### config.mk
export PLATFORM = sky130hd
export DESIGN_NAME = cp0_unit_flat
export DESIGN_NICKNAME = d
export VERILOG_FILES = /design/src/rtl/cp0_unit_pkg.sv /design/src/rtl/cp0_unit_if.sv /design/src/rtl/cp0_timer.sv /design/src/rtl/cp0_unit.sv /design/src/flat_wrapper.sv
export SDC_FILE = /design/constraint.sdc
export NUM_CORES = 1
export LEC_CHECK = 0
export BUFFER_PORTS_ARGS = -buffer_cell sky130_fd_sc_hd__clkbuf_2
export CAP_MARGIN = 20
export CORE_UTILIZATION = 40
export DETAILED_ROUTE_END_ITERATION = 8
export PLACE_DENSITY = 0.72
export SETUP_SLACK_MARGIN = 0.5
export SLEW_MARGIN = 20
export SYNTH_ARGS = -nofsm -noshare
export SYNTH_HDL_FRONTEND = slang
export SYNTH_SLANG_ARGS = --single-unit
### constraint.sdc
create_clock -name clk -period 2.5 [get_ports clk]
set_input_delay 0.25 -clock clk [delete_from_list [all_inputs] [get_ports clk]]
set_output_delay 0.25 -clock clk [all_outputs]
set_load 0.01 [all_outputs]
### src/rtl/cp0_unit_pkg.sv
// Shared CP0 definitions: register numbers, exception codes and status/cause bit positions.
package cp0_defs;

    localparam logic [4:0] COUNT   = 5'd9;
    localparam logic [4:0] COMPARE = 5'd11;
    localparam logic [4:0] SR      = 5'd12;
    localparam logic [4:0] CAUSE   = 5'd13;
    localparam logic [4:0] EPC     = 5'd14;
    localparam logic [4:0] PRID    = 5'd15;

    typedef enum logic [4:0] {
        EXC_INT  = 5'd0,
        EXC_ADEL = 5'd4,
        EXC_ADES = 5'd5,
        EXC_RI   = 5'd10,
        EXC_OV   = 5'd12
    } exc_code_e;

    localparam int unsigned IM_HI = 15;
    localparam int unsigned IM_LO = 10;
    localparam int unsigned EXL   = 1;
    localparam int unsigned IE    = 0;
    localparam int unsigned BD    = 31;

    function automatic logic [31:0] word_align(input logic [31:0] addr);
        return {addr[31:2], 2'b00};
    endfunction

endpackage

### src/rtl/cp0_unit_if.sv
// M-stage <-> CP0 signal bundle: mfc0/mtc0 access, exception/interrupt inputs, flush request.
interface cp0_unit_if;
    logic        we;
    logic [4:0]  cp0_addr;
    logic [31:0] cp0_in;
    logic [31:0] cp0_out;
    logic [31:0] vpc;
    logic        bd_in;
    logic [4:0]  exc_code_in;
    logic        exl_clr;
    logic [5:0]  hw_int;
    logic        req;
    logic [31:0] epc_out;

    modport master (
        output we, cp0_addr, cp0_in, vpc, bd_in, exc_code_in, exl_clr, hw_int,
        input  cp0_out, req, epc_out
    );

    modport slave (
        input  we, cp0_addr, cp0_in, vpc, bd_in, exc_code_in, exl_clr, hw_int,
        output cp0_out, req, epc_out
    );
endinterface

### src/rtl/cp0_timer.sv
// Count/Compare timer: free-running Count, Compare match latches a pending tick.
module cp0_timer (
    input  logic        clk,
    input  logic        reset,
    input  logic        we_count,
    input  logic        we_compare,
    input  logic [31:0] wdata,
    output logic [31:0] count,
    output logic [31:0] compare,
    output logic        tick_pend
);

    logic [31:0] count_q;
    logic [31:0] compare_q;
    logic        tick_q;

    always_ff @(posedge clk) begin
        if (reset) begin
            count_q   <= 32'd0;
            compare_q <= 32'd0;
            tick_q    <= 1'b0;
        end else begin
            count_q <= we_count ? wdata : count_q + 32'd1;
            if (we_compare) begin
                compare_q <= wdata;
            end
            // A Compare write acknowledges the tick and beats a same-cycle match
            if (we_compare) begin
                tick_q <= 1'b0;
            end else if (count_q == compare_q) begin
                tick_q <= 1'b1;
            end
        end
    end

    assign count     = count_q;
    assign compare   = compare_q;
    assign tick_pend = tick_q;

endmodule

### src/rtl/cp0_unit.sv
// Coprocessor 0 for the M stage: SR/Cause/EPC, interrupt/exception request and mfc0 read mux.
module cp0_unit
    import cp0_defs::*;
#(
    parameter logic [31:0] PRID_VAL = 32'h0000_00C7,
    parameter bit          TIMER_EN = 1'b1
) (
    input logic       clk,
    input logic       reset,
    cp0_unit_if.slave bus
);

    logic [5:0]  sr_im_q;
    logic        sr_exl_q;
    logic        sr_ie_q;
    logic        cause_bd_q;
    logic [5:0]  cause_ip_q;
    logic [4:0]  cause_exc_q;
    logic [31:0] epc_q;

    logic [31:0] count;
    logic [31:0] compare;
    logic        tick_pend;

    logic [5:0]  eff_int;
    logic        int_req;
    logic        exc_req;
    logic        take;
    logic        wr;

    assign eff_int = bus.hw_int | {tick_pend & TIMER_EN, 5'b0};
    assign int_req = (|(eff_int & sr_im_q)) & sr_ie_q & ~sr_exl_q;
    assign exc_req = (|bus.exc_code_in) & ~sr_exl_q;
    assign take    = ~reset & (int_req | exc_req);
    // Exception entry swallows any mtc0 in the same cycle
    assign wr      = bus.we & ~take;

    cp0_timer u_timer (
        .clk        (clk),
        .reset      (reset),
        .we_count   (wr && bus.cp0_addr == COUNT),
        .we_compare (wr && bus.cp0_addr == COMPARE),
        .wdata      (bus.cp0_in),
        .count      (count),
        .compare    (compare),
        .tick_pend  (tick_pend)
    );

    always_ff @(posedge clk) begin
        if (reset) begin
            sr_im_q     <= 6'd0;
            sr_exl_q    <= 1'b0;
            sr_ie_q     <= 1'b0;
            cause_bd_q  <= 1'b0;
            cause_ip_q  <= 6'd0;
            cause_exc_q <= 5'd0;
            epc_q       <= 32'd0;
        end else begin
            cause_ip_q <= eff_int;
            if (take) begin
                sr_exl_q    <= 1'b1;
                cause_bd_q  <= bus.bd_in;
                cause_exc_q <= int_req ? EXC_INT : bus.exc_code_in;
                epc_q       <= word_align(bus.bd_in ? bus.vpc - 32'd4 : bus.vpc);
            end else begin
                if (wr && bus.cp0_addr == SR) begin
                    sr_im_q  <= bus.cp0_in[IM_HI:IM_LO];
                    sr_exl_q <= bus.cp0_in[EXL];
                    sr_ie_q  <= bus.cp0_in[IE];
                end
                if (bus.exl_clr) begin
                    sr_exl_q <= 1'b0;
                end
                if (wr && bus.cp0_addr == EPC) begin
                    epc_q <= word_align(bus.cp0_in);
                end
            end
        end
    end

    always_comb begin
        bus.cp0_out = 32'd0;
        case (bus.cp0_addr)
            SR:      bus.cp0_out = {16'd0, sr_im_q, 8'd0, sr_exl_q, sr_ie_q};
            CAUSE:   bus.cp0_out = {cause_bd_q, 15'd0, cause_ip_q, 3'd0, cause_exc_q, 2'b00};
            EPC:     bus.cp0_out = epc_q;
            PRID:    bus.cp0_out = PRID_VAL;
            COUNT:   bus.cp0_out = TIMER_EN ? count : 32'd0;
            COMPARE: bus.cp0_out = TIMER_EN ? compare : 32'd0;
            default: bus.cp0_out = 32'd0;
        endcase
    end

    // Forward a same-cycle mtc0 EPC so an eret behind it sees the new target
    assign bus.epc_out = (bus.we && bus.cp0_addr == EPC) ? word_align(bus.cp0_in) : epc_q;
    assign bus.req     = take;

endmodule

### src/flat_wrapper.sv
// flat-port wrapper written by rule: the top's interface ports become plain ports
module cp0_unit_flat import cp0_defs::*;
#(
    parameter logic [31:0] PRID_VAL = 32'h0000_00C7,
    parameter bit          TIMER_EN = 1'b1
)
  (clk, reset, bus_we, bus_cp0_addr, bus_cp0_in, bus_vpc, bus_bd_in, bus_exc_code_in, bus_exl_clr, bus_hw_int, bus_cp0_out, bus_req, bus_epc_out);
  cp0_unit_if bus_i ();
  input logic clk;
  input logic reset;
  input wire logic [$bits(bus_i.we)-1:0] bus_we;
  input wire logic [$bits(bus_i.cp0_addr)-1:0] bus_cp0_addr;
  input wire logic [$bits(bus_i.cp0_in)-1:0] bus_cp0_in;
  input wire logic [$bits(bus_i.vpc)-1:0] bus_vpc;
  input wire logic [$bits(bus_i.bd_in)-1:0] bus_bd_in;
  input wire logic [$bits(bus_i.exc_code_in)-1:0] bus_exc_code_in;
  input wire logic [$bits(bus_i.exl_clr)-1:0] bus_exl_clr;
  input wire logic [$bits(bus_i.hw_int)-1:0] bus_hw_int;
  output wire logic [$bits(bus_i.cp0_out)-1:0] bus_cp0_out;
  output wire logic [$bits(bus_i.req)-1:0] bus_req;
  output wire logic [$bits(bus_i.epc_out)-1:0] bus_epc_out;
  assign bus_i.we = bus_we;
  assign bus_i.cp0_addr = bus_cp0_addr;
  assign bus_i.cp0_in = bus_cp0_in;
  assign bus_i.vpc = bus_vpc;
  assign bus_i.bd_in = bus_bd_in;
  assign bus_i.exc_code_in = bus_exc_code_in;
  assign bus_i.exl_clr = bus_exl_clr;
  assign bus_i.hw_int = bus_hw_int;
  assign bus_cp0_out = bus_i.cp0_out;
  assign bus_req = bus_i.req;
  assign bus_epc_out = bus_i.epc_out;
  cp0_unit #(.PRID_VAL(PRID_VAL), .TIMER_EN(TIMER_EN)) u_core (.clk(clk), .reset(reset), .bus(bus_i));
endmodule
# Word-level counts from Yosys, hierarchy flattened
# Cells that the tools add are included.
[totals]
out_inout_bits = 65
reg_bits = 115
wordCells = 51
[op_classes]
eq_ne = 7
addsub = 2
mux = 10
n_reduce_logical = 11
bitwise_logic = 11
[ops]
columns = ["operator", "count"]
rows = [
  ["one-hot mux 32 bit (6 select lines)", 1],
  ["2-to-1 mux 32 bit", 5],
  ["adder 32 x 1 -> 32 bit, second input constant", 1],
  ["== test 32 bit", 1],
  ["subtractor 32 x 3 -> 32 bit, second input constant", 1],
  ["== test 5 x 4 -> 1 bit, second input constant", 6],
  ["AND 6 bit", 1],
  ["bitwise OR 6 bit", 1],
  ["OR reduction 6 bit", 1],
  ["AND 1 bit", 5],
  ["logical AND 1 bit", 5],
  ["2-to-1 mux 5 bit", 1],
  ["OR reduction 5 bit", 1],
  ["2-to-1 mux 1 bit", 3],
  ["inverter 1 bit", 3],
  ["nonzero test 3 bit", 1],
  ["AND reduction 2 bit", 1],
  ["nonzero test 2 bit", 1],
  ["OR reduction 2 bit", 1],
  ["bitwise OR 1 bit", 1],
]

# Depth between registers and ports, before layout
# Gate-level depths: netlist of the first run.
[logic_depth]
depth_word = 13
depth_mapped = 9
depth_no_buf = 7

# Modules after synthesis
# From an unflattened synthesis of the first run, not the netlist that was laid out.
[unflattened]
hier_cells = 831
area_unflattened_um2 = 7189.4
[modules_own_cells]
columns = ["mod", "instances", "seq_area_each_um2", "cells_each", "area_each_um2"]
rows = [
  ["cp0_unit", 1, 1001.0, 478, 3901.2],
  ["cp0_timer", 1, 1301.2, 353, 3288.2],
]

# Least setup slack after synthesis of the first run
# Ideal clock, no wire load.
[synth_timing]
path_kind = "input port to output port"
from = "in bus_cp0_addr[2]"
to = "out bus_cp0_out[23]"
n_path_buf = 5
t_required_ps = 2250
path_stages = 9
arrival_time_ps = 1943
path_slack_ps = 307
path_cell_list = "buf_2 > nor4bb_1 > clkbuf_1 > and2_1 > buf_1 > clkbuf_1 > buf_1 > nand2_1 > o21ai_0"
[synth_via]
elab_chain_len = 2
[synth_lines]
columns = ["item", "line", "source"]
rows = [
  ["start, declared", "flat_wrapper.sv:12", "input wire logic [$bits(bus_i.cp0_addr)-1:0] bus_cp0_addr;"],
  ["== test 5 x 4 -> 1 bit", "cp0_unit.sv:83", "case (bus.cp0_addr)"],
  ["one-hot mux 32 bit (6 select lines) (*)", "cp0_unit.sv:83", ""],
  ["end, declared", "flat_wrapper.sv:19", "output wire logic [$bits(bus_i.cp0_out)-1:0] bus_cp0_out;"],
]
# Mark *: on every way between the ends. The rest lies on a longest branch, timed or not.

# Worst setup path after layout of the first run
[layout_timing]
from = "reg u_core.sr_im_q[0]"
to = "reg u_core.u_timer.count_q[12], in the netlist u_core.u_timer.count[12]"
[layout_via]
elab_chain_len = 10
[layout_lines]
columns = ["item", "line", "source"]
rows = [
  ["start, declared", "cp0_unit.sv:13", "logic [5:0] sr_im_q;"],
  ["start signal, assigned", "cp0_unit.sv:67", "sr_im_q <= bus.cp0_in[IM_HI:IM_LO];"],
  ["AND 6 bit", "cp0_unit.sv:32", "assign int_req = (|(eff_int & sr_im_q)) & sr_ie_q & ~sr_exl_q;"],
  ["OR reduction 6 bit", "cp0_unit.sv:32", ""],
  ["AND 1 bit (2 in a row)", "cp0_unit.sv:32", ""],
  ["bitwise OR 1 bit", "cp0_unit.sv:34", "assign take = ~reset & (int_req | exc_req);"],
  ["AND 1 bit", "cp0_unit.sv:34", ""],
  ["inverter 1 bit", "cp0_unit.sv:36", "assign wr = bus.we & ~take;"],
  ["AND 1 bit", "cp0_unit.sv:36", ""],
  ["logical AND 1 bit", "cp0_unit.sv:41", ".we_count (wr && bus.cp0_addr == COUNT),"],
  ["2-to-1 mux 32 bit", "cp0_timer.sv:23", "count_q <= we_count ? wdata : count_q + 32'd1;"],
  ["end signal, assigned", "cp0_timer.sv:23", ""],
  ["end, declared", "cp0_timer.sv:13", "logic [31:0] count_q;"],
]
# No other way between the ends.
# A chain may end at the register's enable or synchronous reset.

==> results of run 1 <==
[through the flow]
step | setup slack [ns] | power (mW) | cell area (um^2) | hold slack [ns]
final | 0.244 | 5.43 | 8840 | 0.0928
after CTS | 0.426 | 5.39 | 8530 | 0.0881
after global routing | 0.206 | 5.58 | 8840 | 0.100
after floorplan | 0.456 | 2.38 | 6810 | 0.366
after detailed placement | 0.215 | 2.69 | 7760 | 0.467
after global placement | 0.218 | 2.68 | 7760 | 0.460
[synth_stat cells (all sizes together), types with 2 or more instances]
cell type | instances | share of area, %
o31ai | 8 | 0.89
nand3 | 21 | 1.6
or4 | 8 | 1.0
clkbuf | 55 | 3.1
nand2b | 2 | 0.18
and3 | 9 | 0.85
o311a | 2 | 0.31
a221oi | 7 | 1.0
ha | 2 | 0.37
nand2 | 108 | 6.0
nand4b | 2 | 0.26
or2 | 5 | 0.50
nor3b | 2 | 0.30
xnor2 | 60 | 7.8
a31oi | 3 | 0.28
a22o | 6 | 0.78
a211oi | 50 | 5.5
xor2 | 25 | 3.2
inv | 10 | 0.55
a21oi | 44 | 3.3
or3 | 3 | 0.30
nor4 | 12 | 1.4
or3b | 2 | 0.26
nor3 | 20 | 1.6
buf | 13 | 1.1
and2 | 4 | 0.37
o21ai | 30 | 2.2
and4 | 3 | 0.39
nor2b | 7 | 0.65
or4b | 2 | 0.30
nand4 | 23 | 2.2
nand3b | 2 | 0.22
mux2 | 30 | 5.0
mux2i | 14 | 2.1
nor2 | 90 | 5.0
a22oi | 30 | 3.3
dfxtp | 115 | 34
[cells by family after synthesis]
logic type,Yosys count
AO/OA/AOI/OAI,189
other,1
multiplexers,44
AND/OR/NAND/NOR,329
adder cells (fa/ha/maj),2
XOR/XNOR,85
buffers and inverters,78
flip-flops,115
[how the worst max path moves through the flow]
stage / startpoint / to
CTS: u_core.sr_im_q[0] / bus_req
finish: u_core.sr_im_q[0] / u_core.u_timer.count[12]
floorplan: u_core.u_timer.count[11] / u_core.u_timer.count[31]
global placement: bus_vpc[10] / u_core.epc_q[21]
detailed placement: bus_vpc[10] / u_core.epc_q[21]
global route: u_core.sr_im_q[0] / u_core.u_timer.count[12]
[area by class of cell]
cell class | instances | share of cell area, %
inverters | 10 | 0.481
well taps | 220 | 3.11
flip-flops and latches | 115 | 26.3
repair buffers | 193 | 14.0
clock inverters | 12 | 2.29
multi-input cells | 651 | 48.5
clock buffers | 20 | 5.28
[flip-flops by register name, summed over array words and instances (netlist names)]
name,count
u_core.sr_exl_q,1
u_core.u_timer.compare,32
u_core.cause_exc_q,5
u_core.u_timer.count,32
u_core.sr_im_q,6
u_core.sr_ie_q,1
u_core.u_timer.tick_pend,1
u_core.cause_ip_q,6
u_core.epc_q,30
u_core.cause_bd_q,1
[cells in the final DEF, fill, tap and decap left out, types with 22 or more instances in the layout]
cell type	netlist	routed
xnor2_1	60	60
a22oi_1	30	30
mux2_2	30	30
o21ai_0	30	26
nand2_1	108	107
nand4_1	22	22
a211oi_1	50	46
buf_4	3	36
clkbuf_2	1	142
xor2_1	25	25
a21oi_1	44	44
dfxtp_1	115	104
nor2_1	90	84
[timing repair]
item / CTS / global route
endpoints found under the setup margin: 51 / 126
resized for setup: 21 / 44
buffers inserted: 8 / 10
cloned: 0 / 5
pin swaps: 4 / 5
hold buffers: 0 / 0
[critical path: stages (launching register included)]
cell and delay [ns]:
dfxtp_2 0.33, a222oi_1 0.43, buf_4 0.19, buf_6 0.09, a31o_4 0.17, nand4_1 0.26, buf_4 0.26, buf_12 0.16
nor2_1 0.13, a211oi_1 0.07
[power breakdown]
| group | internal, mW | switching (mW) |
|---|---|---|
| Combinational | 0.294 | 0.425 |
| Clock | 1.85 | 0.876 |
| Sequential | 1.92 | 0.0730 |
[per-layer routing]
| metal | vias up | GRT usage, % | wire length (um) | share of wire, % |
|---|---|---|---|---|
| met2 | 430 | 41.7 | 11100 | 46 |
| met5 | - | 0 | 0 | 0 |
| met4 | 0 | 11.2 | 933 | 3.8 |
| met3 | 86 | 3.88 | 2140 | 8.8 |
| met1 | 3302 | 35.9 | 10200 | 42 |
| li1 | 3315 | - | - | - |
==> reports/summary.txt, run 1 <==
routability cong.: 0.933
WP data required: 2.76 ns
Vias/cell: 5.84
I/O pins: 150
FMAX: 443 MHz
Tcrit/Tclk final: 90.3%
RSZ-0062 raised after global routing: yes
CP endpoint kind: flop
XOR/XNOR Fraction of Synth Area: 11.0%
Post-synth EDFFs: 0
CTS tree: done
Sequential Area: 2330 um^2
worst-margin pin slew: 0.672 ns
Post-Synth Adder-Cell Area: 0.370%
Worst Hold Path EP: u_core.cause_exc_q[2]
Final setup viols: 0
Synth Area in Compound Gates: 18.7%
fin crit period: 2.26 ns
status: completed
detailed-placement wirelength estimate: 17100 um
VDD IR max: 493 uV
Die Span X: 132 um
Tightest Hold Check Type: in -> reg
IO buf count: 145
Cell Area, Synth: 6770 um^2
root buffer cell: clkbuf_16
vias in the first global route: 6475
total gr overflow: 0
PD cells: 615 nW/um^2
number of DRC markers in iteration 0: 1055
Non-Filler Instances: 1221
Initial Util: 41.0%
1st-pass router iterations: 6
number of diodes: 0
Layout Skew: 0.00883 ns
Inserted Clock Buffers: 17
RR Endpoint: u_core.u_timer.count[12]
total track usage: 26.4%
P_leak: 3.33 nW
multi-input logic area: 4290 um^2
synth warn: 0
largest net degree at the start of global routing: 62
initial antenna violation count: 0
reg2reg path depth: 9
final wirelength: 24300 um
worst hold path cell count: 3
MaxCap Viol Count: 0
nets: 1075
Synth Area in Simple Gates: 24.0%
first-pass GRT wire length: 35700 um
worst-path fanout max: 30
# fillers: 1481
Syn Inst Count: 843
largest family of logic cells by synthesized area: simple AND/OR/NAND/NOR gates
share of layout cells above drive strength 1: 31.0%
mux cell area share after synthesis: 7.06%
Clk pin slew, worst setup/hold paths: 0.06 ns
Synth async-reset ratio: 0%
Worst R2R Start: u_core.sr_im_q[0]
core area: 16500 um^2
Slew Viols, Final: 0
DIE HEIGHT: 132 um
Seq/Total Area, Yosys: 34.0%
H-tree depth: 4
cell row count: 47
Crit Path Class: reg -> reg
Worst EP arrival: 2.52 ns
Slew HR: 55.0%
CTS Buffer Depth: 2
Area growth, synth to finish: 30.6%
Clk Latency, worst-skew pair: 0.41 ns
Layout Utilization: 53.5%
die area: 17400 um^2
total negative setup slack: 0 ns
R2R setup slack: 0.24 ns
placed insts: 1166
synthesized flop and latch total: 115
final hold violation count: 0
Hold Crit Start: bus_exc_code_in[2]
top_reg_cell synth: dfxtp_1
vias after detailed routing: 7133
Netlist cell types: 69
DRC viols: 0
Avg Synthesized Cell Area: 8.03 um^2
post-route ant nets: 0
clk sink count: 115
Avg WL per Cell: 19.9 um
critical path launch point type: flop
No activity file was read; power rests on OpenSTA's default activity.
==> inputs of run 2 (changes only) <==
Settings changed: ABC_AREA from default to 1, PLACE_DENSITY 0.72 to 0.71.
==> reports/summary.txt, run 2 <==
WP buf/inv: 2
routability cong.: 0.905
Final setup viols: 0
Seq/Total Area, Yosys: 31.0%
1st-pass router iterations: 8
post-route ant nets: 0
Inserted Clock Buffers: 17
critical path launch point type: flop
CP most frequent cell: nor2_1
number of DRC markers in iteration 0: 807
largest net degree at the start of global routing: 72
Synth async-reset ratio: 0%
first-pass GRT wire length: 40000 um
detailed-placement wirelength estimate: 19700 um
IO buf count: 145
FMAX: 527 MHz
Tightest Hold Check Type: in -> reg
worst-path cell chain: nor2_2 > nor2_1 > nor2_1 > nand2_1 > nand2_2 > nand2_4 > nand2_8 > inv_8 > clkbuf_2
slowest stage delay, CP: 0.32 ns
total negative setup slack: 0 ns
root buffer cell: clkbuf_16
RSZ-0062 raised after global routing: no
Vias/cell: 5.25
number of stages on the worst setup path: 9
WP data required: 2.25 ns
nets: 1422
Avg WL per Cell: 16.5 um
DRC viols: 8
Post-synth EDFFs: 0
fin crit period: 1.90 ns
final hold violation count: 0
Layout Skew: 0.00783 ns
reg2reg path depth: 11
PD cells: 560 nW/um^2
crit path max-delay cell type: dfxtp_1
Clk Latency, worst-skew pair: 0.43 ns
total track usage: 26.9%
CP endpoint kind: output port
most common cell after layout, fill and taps aside: nand2_1
vias after detailed routing: 8275
Tcrit/Tclk final: 75.8%
vias in the first global route: 7402
synth top area cells: dfxtp_1 31%, nand2_1 18%, nor2_1 9.4%
Non-Filler Instances: 1577
Yosys top cell by area: dfxtp_1
Post-CTS Hold Buffers: 0
multi-input logic area: 4360 um^2
Clk pin slew, worst setup/hold paths: 0.06 ns
number of diodes: 0
synth warn: 0
synthesized flop and latch total: 115
# fillers: 1869
Syn Inst Count: 1200
DIE HEIGHT: 138 um
Die Span X: 138 um
P_leak: 4.07 nW
worst-margin pin slew: 0.791 ns
H-tree depth: 4
die area: 19100 um^2
VDD IR max: 442 uV
initial antenna violation count: 0
MaxCap Viol Count: 0
CTS Buffer Depth: 2
cell row count: 49
Slew Viols, Final: 0
status: finished with violations
Cell Area, Synth: 7430 um^2
share of layout cells above drive strength 1: 17.7%
clk sink count: 115
violated checks: design-rule violations
count leader, synth: nand2_1
worst hold path cell count: 3
Sequential Area: 2310 um^2
most frequent cells after synthesis: 347 x nand2_1, 187 x nor2_1, 135 x inv_1
total gr overflow: 0
worst-path fanout max: 9
CTS tree: done
Crit Path Class: reg -> out
placed insts: 1539
Slew HR: 47.3%
Initial Util: 41.1%
Area growth, synth to finish: 21.1%
Netlist cell types: 49
final wirelength: 26000 um
Avg Synthesized Cell Area: 6.19 um^2
Top delay family on crit path: simple AND/OR/NAND/NOR gates
I/O pins: 150
Worst EP arrival: 1.65 ns
area share of the largest cell type after synthesis: 31.0%
top_reg_cell synth: dfxtp_1
most frequent cells in the layout: 347 x nand2_1, 186 x nor2_1, 144 x clkbuf_2, 134 x inv_1, 112 x dfxtp_1
core area: 18100 um^2
run 2: cell count changes after synthesis, moves of 27 or more:
cell and delta:
nor2_1 +97, mux2_2 -30, a211oi_1 -49, nand3_1 +35, inv_1 +125, clkbuf_1 -34, nand2_1 +239, o21ai_0 +27
xnor2_1 -31
run 2: worst paths after layout:
check | slack, ns | to | start
setup / recovery | 0.60 | bus_req | u_core.u_timer.tick_pend
hold / removal | 0.02 | u_core.cause_ip_q[0] | bus_hw_int[0]
setup reg to reg | 0.63 | u_core.u_timer.count[28] | u_core.u_timer.tick_pend
hold reg to reg | 0.46 | u_core.cause_exc_q[2] | u_core.cause_exc_q[2]
run 2: area by class of cell:
cell class | count | share of cell area (%)
Multi-Input combinational cell | 894 | 48.5
Sequential cell | 115 | 25.6
Timing Repair Buffer | 167 | 10.2
Inverter | 140 | 6.01
Clock buffer | 17 | 4.73
Tap cell | 229 | 3.18
Clock inverter | 15 | 1.77
run 2: cells by family after synthesis:
logic type | share of synthesized area (%)
xor+xnor | 6.01
simple gates | 38.0
buf+inv | 11.1
flops | 31.0
fa+ha+maj | 0.337
compound gates | 13.5
other cells | 0.0504
run 2: per-stage QoR:
stage	power (mW)	instance area (um^2)	hold WS, ns	util (%)	worst slack [ns]
2_1_floorplan	2.33	7440	0.357	-	0.901
3_3_place_gp	2.62	8310	0.448	45.9	0.492
3_5_place_dp	2.62	8310	0.453	45.9	0.468
4_1_cts	5.03	8910	0.0126	49.2	0.462
5_1_grt	5.21	9000	0.0171	49.8	0.500
6_report	5.04	9000	0.0234	49.8	0.604
run 2: power by group:
part | switching, mW | internal, mW
Clock | 0.955 | 1.47
Sequential | 0.0482 | 1.91
Combinational | 0.435 | 0.221
Total | 1.44 | 3.60
run 2: timing repair:
| action | 4_1_cts | 5_1_grt |
|---|---|---|
| endpoints found under the setup margin | 5 | 64 |
| resized for setup | 4 | 13 |
| cloned | 0 | 1 |
| setup buffers | 0 | 5 |
| hold endpoints to repair | 0 | 0 |
| pin swaps | 0 | 5 |
run 2: routing by layer:
layer | GRT usage [%] | routed length (um)
met3 | 5.37 | 2400
met4 | 9.46 | 652
met5 | 0 | 0
met1 | 37.4 | 11300
met2 | 41.1 | 11600
run 2: worst min-delay path, delay by kind of cell:
family | cells | cell delay, ns
and+or+nand+nor | 1 | 0.03
buffers and inverters | 2 | 0.14
==> inputs of run 3 (changes only) <==
Settings changed: ABC_AREA 1 to 0, PLACE_DENSITY 0.71 to 0.74.
Clock period 2.5 ns to 1.7 ns, I/O delays scaled along.
==> reports/summary.txt, run 3 (same netlist as run 1, synthesis figures left out) <==
FMAX: 433 MHz
first-pass GRT wire length: 46400 um
nets: 1269
status: finished with violations
Critical Path Source: u_core.sr_im_q[0]
Inserted Clock Buffers: 17
post-route ant nets: 0
Avg WL per Cell: 26.0 um
Clk Latency, worst-skew pair: 0.45 ns
Hold Crit Start: bus_hw_int[0]
largest net degree at the start of global routing: 106
worst slack, placed: -0.388 ns
worst-margin pin slew: 0.979 ns
fin crit period: 2.31 ns
clk sink count: 115
I/O pins: 150
Tcrit/Tclk final: 136%
root buffer cell: clkbuf_16
final hold violation count: 1
Internal: 6.10 mW
CTS Buffer Depth: 2
1st-pass router iterations: 8
Slew Viols, Final: 0
placed insts: 1300
detailed-placement wirelength estimate: 18300 um
Non-Filler Instances: 1416
critical path launch point type: flop
CP endpoint kind: flop
most frequent cells in the layout: 153 x buf_4, 98 x dfxtp_1, 80 x clkbuf_2, 66 x buf_6, 60 x xnor2_1
Slew HR: 34.7%
P_leak: 5.14 nW
share of layout cells above drive strength 1: 57.2%
Final setup viols: 152
Combinational Power Share: 22.7%
Hold WS: -0.0260 ns
Die Span X: 132 um
Crit Path Class: reg -> reg
Initial Util: 41.0%
Post-CTS Hold Buffers: 4
number of DRC markers in iteration 0: 1130
Setup WS post-layout: -0.610 ns
MaxCap Viol Count: 0
DP Area: 9270 um^2
core area: 16500 um^2
most common cell after layout, fill and taps aside: buf_4
VDD IR max: 736 uV
Area growth, synth to finish: 82.7%
Layout Utilization: 74.8%
cell row count: 47
DRC viols: 0
routability cong.: 0.897
CTS tree: done
RSZ-0062 raised after global routing: yes
Sw Pwr: 2.49 mW
register share of total power: 34.3%
IO buf count: 145
design area: 12400 um^2
Clk pwr share: 43.0%
WP data required: 1.98 ns
Vias/cell: 6.46
DIE HEIGHT: 132 um
Worst R2R Start: u_core.sr_im_q[0]
vias in the first global route: 8268
Clk pin slew, worst setup/hold paths: 0.06 ns
Worst EP arrival: 2.59 ns
final wirelength: 36800 um
violated checks: negative hold slack, negative setup slack
Layout Skew: 0.0104 ns
worst-path fanout max: 7
H-tree depth: 4
vias after detailed routing: 9146
Pwr Total: 8.59 mW
PD cells: 695 nW/um^2
total gr overflow: 0
die area: 17400 um^2
Tightest Hold Check Type: in -> reg
total track usage: 35.1%
initial antenna violation count: 3
Sw Ratio: 29.0%
run 3: cell count changes in the layout (fill, tap and decap cells not counted), sizes merged, moves of 31 or more:
cell / change
nor2: -107
xnor2: +31
clkbuf: -58
nand2: -244
buf: +280
inv: -130
o21ai: -37
nand3: -38
a211oi: +49
run 3: power groups by stage:
| stage | clock network [mW] | registers, mW | logic [mW] |
|---|---|---|---|
| final | 3.70 | 2.95 | 1.95 |
| after global routing | 3.80 | 2.94 | 2.02 |
| after CTS | 3.58 | 2.91 | 1.52 |
| after detailed placement | 0 | 2.96 | 1.30 |
| after global placement | 0 | 2.96 | 1.28 |
| after floorplan | 0 | 2.95 | 0.700 |
run 3: layer usage:
layer  GRT usage [%]  vias up  routed length, um  part of all wire, %
met5               0        -                 13                0.035
met4            20.4        2               3300                  9.0
met3            7.42      297               4230                   11
met2            58.5      812              16400                   45
met1            41.8     4309              12800                   35
li1                -     3726                  -                    -
run 3: through the flow:
stage	setup TNS [ns]	hold WS, ns
after detailed placement	-10.82	0.418
after floorplan	-3.13	0.286
after global routing	-44.87	-0.0185
after global placement	-9.12	0.406
final	-34.80	-0.0260
after CTS	-23.80	-0.0125
run 3: layout make-up:
cell class | instances | area [um^2]
inverter | 10 | 40.0
timing repair buffer | 387 | 3660
clock inverter | 9 | 103
clock buffer | 23 | 488
tap | 220 | 275
sequential | 115 | 2320
fill | 961 | 4160
antenna | 1 | 2.50
multi-input combinational | 651 | 5470
run 3: path summary, 6_finish.rpt:
| path | end | slack, ns | depth (start not counted) |
|---|---|---|---|
| worst max-delay path | u_core.u_timer.count[22] | -0.61 | 9 |
| worst min-delay path | u_core.cause_ip_q[0] | -0.03 | 2 |
| worst max register to register | u_core.u_timer.count[22] | -0.61 | 9 |
| worst min register to register | u_core.u_timer.compare[8] | 0.51 | 2 |
run 3: worst max-delay path, cell delays in order (launching register included):
cell	delay [ns]
dfxtp_2	0.32
a222oi_1	0.33
buf_4	0.20
buf_6	0.09
a31o_4	0.15
nand4_1	0.12
buf_6	0.18
buf_6	0.13
buf_16	0.14
a311oi_2	0.48
run 3: timing repair:
action	in CTS	in global routing
pin swaps	39	66
endpoints found under the setup margin	172	172
resized for setup	191	222
cloned	18	1
buffers inserted	34	26
hold endpoints to repair	5	1
